<file path="src/rtl/capp_pkg.sv">
// Shared CAPP definitions: array geometry defaults and the resolver state encoding.
// Used by the compare, cells, tags and match resolver blocks.
package capp_pkg;

  localparam int WORDS = 100;
  localparam int WIDTH = 32;
  localparam int IDX_W = 7;
  localparam int CNT_W = 7;

  typedef enum logic [1:0] {
    IDLE = 2'd0,
    SCAN = 2'd1,
    DONE = 2'd2
  } state_t;

endpackage

</file>
<file path="src/rtl/ffs_lsb.sv">
// Find-first-set with LSB priority: reports the lowest set bit of in_vec as a
// one-hot vector and as a binary index. found is low when in_vec is all zero,
// in which case onehot and index are both zero.
module ffs_lsb #(
  parameter int N  = 100,
  parameter int IW = 7
) (
  input  logic [N-1:0]  in_vec,
  output logic [N-1:0]  onehot,
  output logic [IW-1:0] index,
  output logic          found
);

  // Scan from the top down so the last hit written is the lowest set bit.
  always_comb begin
    onehot = '0;
    index  = '0;
    found  = 1'b0;
    for (int i = N - 1; i >= 0; i--) begin
      if (in_vec[i]) begin
        onehot    = '0;
        onehot[i] = 1'b1;
        index     = IW'(i);
        found     = 1'b1;
      end
    end
  end

endmodule

</file>
<file path="src/rtl/match_resolver.sv">
// Match resolver: latches the per-word match lines into a tag register on start,
// then walks the matching words lowest-index-first. For each one it drives a
// one-hot word select into the cell array, captures the returned data and
// presents (index, data) on a valid/ready output. A one-cycle done pulse marks
// the end of the result set.
module match_resolver #(
  parameter int WORDS = capp_pkg::WORDS,
  parameter int WIDTH = capp_pkg::WIDTH,
  parameter int IDX_W = capp_pkg::IDX_W,
  parameter int CNT_W = capp_pkg::CNT_W
) (
  input  logic             CLK,
  input  logic             RST,
  input  logic             start,
  input  logic [WORDS-1:0] match_lines,
  output logic [WORDS-1:0] word_select,
  input  logic [WIDTH-1:0] read_lines,
  output logic             out_valid,
  input  logic             out_ready,
  output logic [IDX_W-1:0] out_index,
  output logic [WIDTH-1:0] out_data,
  output logic             busy,
  output logic             done,
  output logic             any_match,
  output logic [CNT_W-1:0] match_count
);

  import capp_pkg::*;

  state_t           state;
  logic [WORDS-1:0] tags;
  logic [WORDS-1:0] pick_onehot;
  logic [IDX_W-1:0] pick_index;
  logic             pick_found;
  logic             slot_free;
  logic             pick;
  logic [CNT_W-1:0] line_count;

  ffs_lsb #(
    .N  (WORDS),
    .IW (IDX_W)
  ) u_ffs (
    .in_vec (tags),
    .onehot (pick_onehot),
    .index  (pick_index),
    .found  (pick_found)
  );

  // Popcount of the incoming match lines, only captured when a search starts.
  always_comb begin
    line_count = '0;
    for (int i = 0; i < WORDS; i++) begin
      line_count = line_count + {{(CNT_W-1){1'b0}}, match_lines[i]};
    end
  end

  // A new word is read whenever the output slot is empty or being drained this
  // edge, so with the consumer always ready one result moves per cycle.
  always_comb begin
    slot_free   = !out_valid || out_ready;
    pick        = (state == SCAN) && pick_found && slot_free && !RST;
    word_select = pick ? pick_onehot : '0;
    busy        = (state == SCAN) || (state == DONE);
  end

  // Resolver FSM: capture the set, stream one result per free slot, pulse done.
  always_ff @(posedge CLK) begin
    if (RST) begin
      state       <= IDLE;
      tags        <= '0;
      out_valid   <= 1'b0;
      out_index   <= '0;
      out_data    <= '0;
      done        <= 1'b0;
      any_match   <= 1'b0;
      match_count <= '0;
    end else begin
      done <= 1'b0;
      case (state)
        IDLE: begin
          if (start) begin
            tags        <= match_lines;
            any_match   <= |match_lines;
            match_count <= line_count;
            state       <= SCAN;
          end
        end
        SCAN: begin
          if (pick) begin
            out_index <= pick_index;
            out_data  <= read_lines;
            out_valid <= 1'b1;
            tags      <= tags & ~pick_onehot;
          end else if (out_valid && out_ready) begin
            out_valid <= 1'b0;
          end
          if (!pick_found && slot_free) begin
            out_valid <= 1'b0;
            done      <= 1'b1;
            state     <= DONE;
          end
        end
        DONE: begin
          state <= IDLE;
        end
        default: begin
          state <= IDLE;
        end
      endcase
    end
  end

endmodule

</file>
<file path="config.mk">
export PLATFORM = sky130hd
export DESIGN_NAME = match_resolver
export DESIGN_NICKNAME = d
export VERILOG_FILES = /design/src/rtl/capp_pkg.sv /design/src/rtl/ffs_lsb.sv /design/src/rtl/match_resolver.sv
export SDC_FILE = /design/constraint.sdc
export NUM_CORES = 1
export LEC_CHECK = 0
export CAP_MARGIN = 15
export CORE_ASPECT_RATIO = 1.2
export CORE_MARGIN = 10
export CORE_UTILIZATION = 50
export DETAILED_ROUTE_END_ITERATION = 10
export DONT_BUFFER_PORTS = 1
export GPL_ROUTABILITY_DRIVEN = 0
export GPL_TIMING_DRIVEN = 0
export PLACE_DENSITY = 0.64
export SYNTH_ARGS = -nofsm -noshare
export SYNTH_HDL_FRONTEND = slang
export SYNTH_SLANG_ARGS = --single-unit
</file>
<file path="constraint.sdc">
create_clock -name CLK -period 11.8 [get_ports CLK]
set_input_delay 2.36 -clock CLK [delete_from_list [all_inputs] [get_ports CLK]]
set_output_delay 2.36 -clock CLK [all_outputs]
set_load 0.01 [all_outputs]
</file>
==> results of run 1 <==
## worst register-to-register path: cells and delay by family, from the launching register on
kind,cells,cell delay (ns)
buffers and inverters,4,1.32
AOI/OAI and AO/OA,2,0.54
DFF,1,0.30
and+or+nand+nor,4,1.94
## how the worst min path moves through the flow
stage                 startpoint           end  slack, ns  depth (start not counted)
global placement    out_data[22]  out_data[22]       0.49                          2
CTS                 out_data[13]  out_data[13]       0.51                          2
finish              out_data[17]  out_data[17]       0.50                          2
detailed placement  out_data[13]  out_data[13]       0.50                          2
floorplan               tags[13]      tags[13]       0.47                          2
global route        out_data[13]  out_data[13]       0.53                          2
## layout make-up
cell class,instances,area (µm²)
buffer,86,350
inverter,173,649
fill,2222,10000
clock inverter,12,190
timing repair buffer,2,12.5
sequential,151,3020
multi-input combinational,1096,7480
tap,279,349
clock buffer,19,453
## logic make-up (layout without fill, tap and decap cells)
family          after synthesis  count (layout)  share of synthesized area
flops                       151             151                      0.263
fa+ha+maj                   111             111                      0.178
simple gates                587             587                      0.257
compound gates              393             393                      0.211
buf+inv                     259             292                     0.0869
mux                           1               1                   0.000870
xor+xnor                      4               4                    0.00305
## routing by layer
metal  vias up  part of all wire  track usage
li1       5365                 -            -
met1      5848              0.34        0.405
met2       997              0.44        0.526
met3       207              0.15        0.119
met4         2             0.072        0.216
met5         -           0.00027            0
## power by group through the flow
stage               Sequential [mW]  Clock [mW]  Combinational (mW)
floorplan                     0.640           0                3.16
global placement              0.663           0                3.96
detailed placement            0.664           0                4.05
CTS                           0.653       0.616                4.09
global route                  0.663       0.636                4.64
finish                        0.657       0.618                4.03
## cell usage after synthesis (5+ instances only)
| cell type | n | area, µm² |
|---|---|---|
| a211oi_1 | 10 | 75.1 |
| a21o_1 | 5 | 37.5 |
| a21oi_1 | 166 | 831 |
| a221oi_1 | 27 | 236 |
| a22o_1 | 7 | 61.3 |
| a311oi_1 | 10 | 87.6 |
| a31oi_1 | 15 | 93.8 |
| and2_1 | 9 | 56.3 |
| and3_1 | 45 | 282 |
| and4_1 | 9 | 78.8 |
| and4b_1 | 5 | 50.1 |
| buf_2 | 13 | 65.1 |
| clkbuf_1 | 68 | 255 |
| dfxtp_1 | 151 | 3020 |
| fa_1 | 88 | 1760 |
| ha_1 | 23 | 288 |
| inv_1 | 172 | 646 |
| nand2_1 | 183 | 687 |
| nand2b_1 | 11 | 68.8 |
| nand3_1 | 15 | 75.1 |
| nand4_1 | 14 | 87.6 |
| nor2_1 | 100 | 375 |
| nor2b_1 | 9 | 56.3 |
| nor3_1 | 75 | 375 |
| nor4_1 | 74 | 463 |
| o211ai_1 | 6 | 45.0 |
| o21a_1 | 9 | 67.6 |
| o21ai_0 | 71 | 355 |
| o21ai_1 | 7 | 35.0 |
| o21bai_1 | 5 | 37.5 |
| o22ai_1 | 6 | 37.5 |
| o31ai_1 | 10 | 75.1 |
| or3_1 | 5 | 31.3 |
| or4_1 | 11 | 82.6 |
## flip-flops by register name, indices dropped and copies added, names as in the netlist
signal	cells
out_valid	1
done	1
out_index	7
state	2
tags	100
any_match	1
match_count	7
out_data	32
==> out/metrics.cfg, run 1 <==
[clocking]
numCtsBuffers=17
post_cts_buffers=0
hold_buffers=0
insertion_delay_ns=0.45
clock_path_buffers=2
clk_pin_slew_ns=0.07
clock_sinks=151
ctsResizeCount=0
htreeDepth=4
cts-root-buf=clkbuf_16
cts_tree=built

[placement]
placed_cell_area_mm2=0.0119
dp.cells=1786
place_hpwl_um=41200
place_ws_ns=2.92
io_buffers=0

[critical_path]
cp_num_cells=27
crit_path_end_kind=flop
required_ns=12.16
rrSetupSlack_ns=7.62
critPathKind=in2reg
r2r-start=tags[10]
cp_num_buf_inv=9
path_delay_family=adder cells
crit_end=match_count[6]
critical_path_arrival_ns=8.79
crit_top_cell=fa_1
slowest_stage=fa_1
timing.rr.end=out_data[30]
r2r_cells=10
worstSetupStartpointType=input port
cp_slowest_stage_delay_ns=0.55
worstPathMaxFanout=3
cp-startpoint=match_lines[83]

[power]
total_power_mw=5.30
intPower_mw=2.77
clockPowerShare=0.117
leakagePower_nw=5.03
ir_drop_mv=1.99
power.net_switching_mw=2.53
power_density_mw_per_mm2=424
power_frac_comb=0.760
netSwitchingFraction=0.477
p_seq_frac=0.124

[synth]
synth_ff_type=dfxtp_1
synthesis.area_mm2=0.0115
ys_seq_elements=151
seq_area_frac_synth=0.263
synth_edf_count=0
mappedNetlistNets=1753
syn_area_per_cell_um2=7.64
async_flop_share=0
yosysWarnings=0
syn_inst=1506
yosys.cell_types.count=67

[timing]
setup_viol=0
grt_setup_unrepaired=no
clock_skew_ns=0.0154
drv_slew=0
period_share=0.714
fin_setup_tns_ns=0
final-hold-violation-count=0
max_slew_margin=0.140
fin_ws_ns=3.37
hold_slack_ns=0.504
max_freq_ghz=0.119
worst_pin_slew_ns=1.27
period_needed_ns=8.43

[worst_hold_path]
min_path_type=reg2reg

[final_layout]
nNetsFinal=1774
layout_commonest_cell=nand2_1
synthToLayoutAreaGrowth_pct=8.74
num_antenna_cells=0
drive_above_1_share=0.0403
fin_util=0.555
design_area_mm2=0.0125
stdcell_count=1818
final_cell_mix=nand2_1 (183), inv_1 (172), a21oi_1 (166)

[die]
rows=60
io-pin-count=286
die_w_um=158
coreArea_mm2=0.0225
die_h_um=186
initial_utilization=0.511
die-area_mm2=0.0295

[outcome]
status=complete, no violations

[global_routing]
grt_pass1_vias=11600
grt_max_degree=17
antenna_found_initial=1
grt_pass1_wl_um=74800
grt-ovfl-total=0
grtUsageTotal=0.344

[drt]
wirelength_um=52100
firstDrtPassIters=6
vias=12400
via_per_inst=6.83
post_drt_wl_per_cell_um=28.6
drcViolationCount=0
drt-initial-drc-count=1626
postRouteAntennaNets=0

[run]
max-cap-violations=0

Note: power is estimated with default switching activity, not from simulation.
==> run 2: changes to the inputs <==
==> constraint.sdc (replaced) <==
create_clock -name CLK -period 8.17 [get_ports CLK]
set_input_delay 1.634 -clock CLK [delete_from_list [all_inputs] [get_ports CLK]]
set_output_delay 1.634 -clock CLK [all_outputs]
set_load 0.01 [all_outputs]
==> results of run 2 <==
Same layout as run 1 (identical final DEF). Status: complete, no violations.
Main changes from that run: setup slack after placement 2.92 ns -> 0.0121 ns; setup slack after layout 3.37 ns -> 0.466 ns; register-to-register setup slack 7.62 ns -> 3.99 ns; total power 5.30 mW -> 7.66 mW; worst IR drop on VDD 1.99 mV -> 2.88 mV
==> run 3: changes to the inputs <==
--- a/config.mk
+++ b/config.mk
@@ -9,6 +9,7 @@
 export CORE_ASPECT_RATIO = 1.2
 export CORE_MARGIN = 10
 export CORE_UTILIZATION = 50
+export CTS_CLUSTER_SIZE = 12
 export DETAILED_ROUTE_END_ITERATION = 10
 export DONT_BUFFER_PORTS = 1
 export GPL_ROUTABILITY_DRIVEN = 0
==> results of run 3 <==
Same layout as run 1 (identical final DEF). Status: complete, no violations.
Main changes from that run: setup slack after placement 2.92 ns -> 0.0121 ns; setup slack after layout 3.37 ns -> 0.466 ns; register-to-register setup slack 7.62 ns -> 3.99 ns; total power 5.30 mW -> 7.66 mW; worst IR drop on VDD 1.99 mV -> 2.88 mV
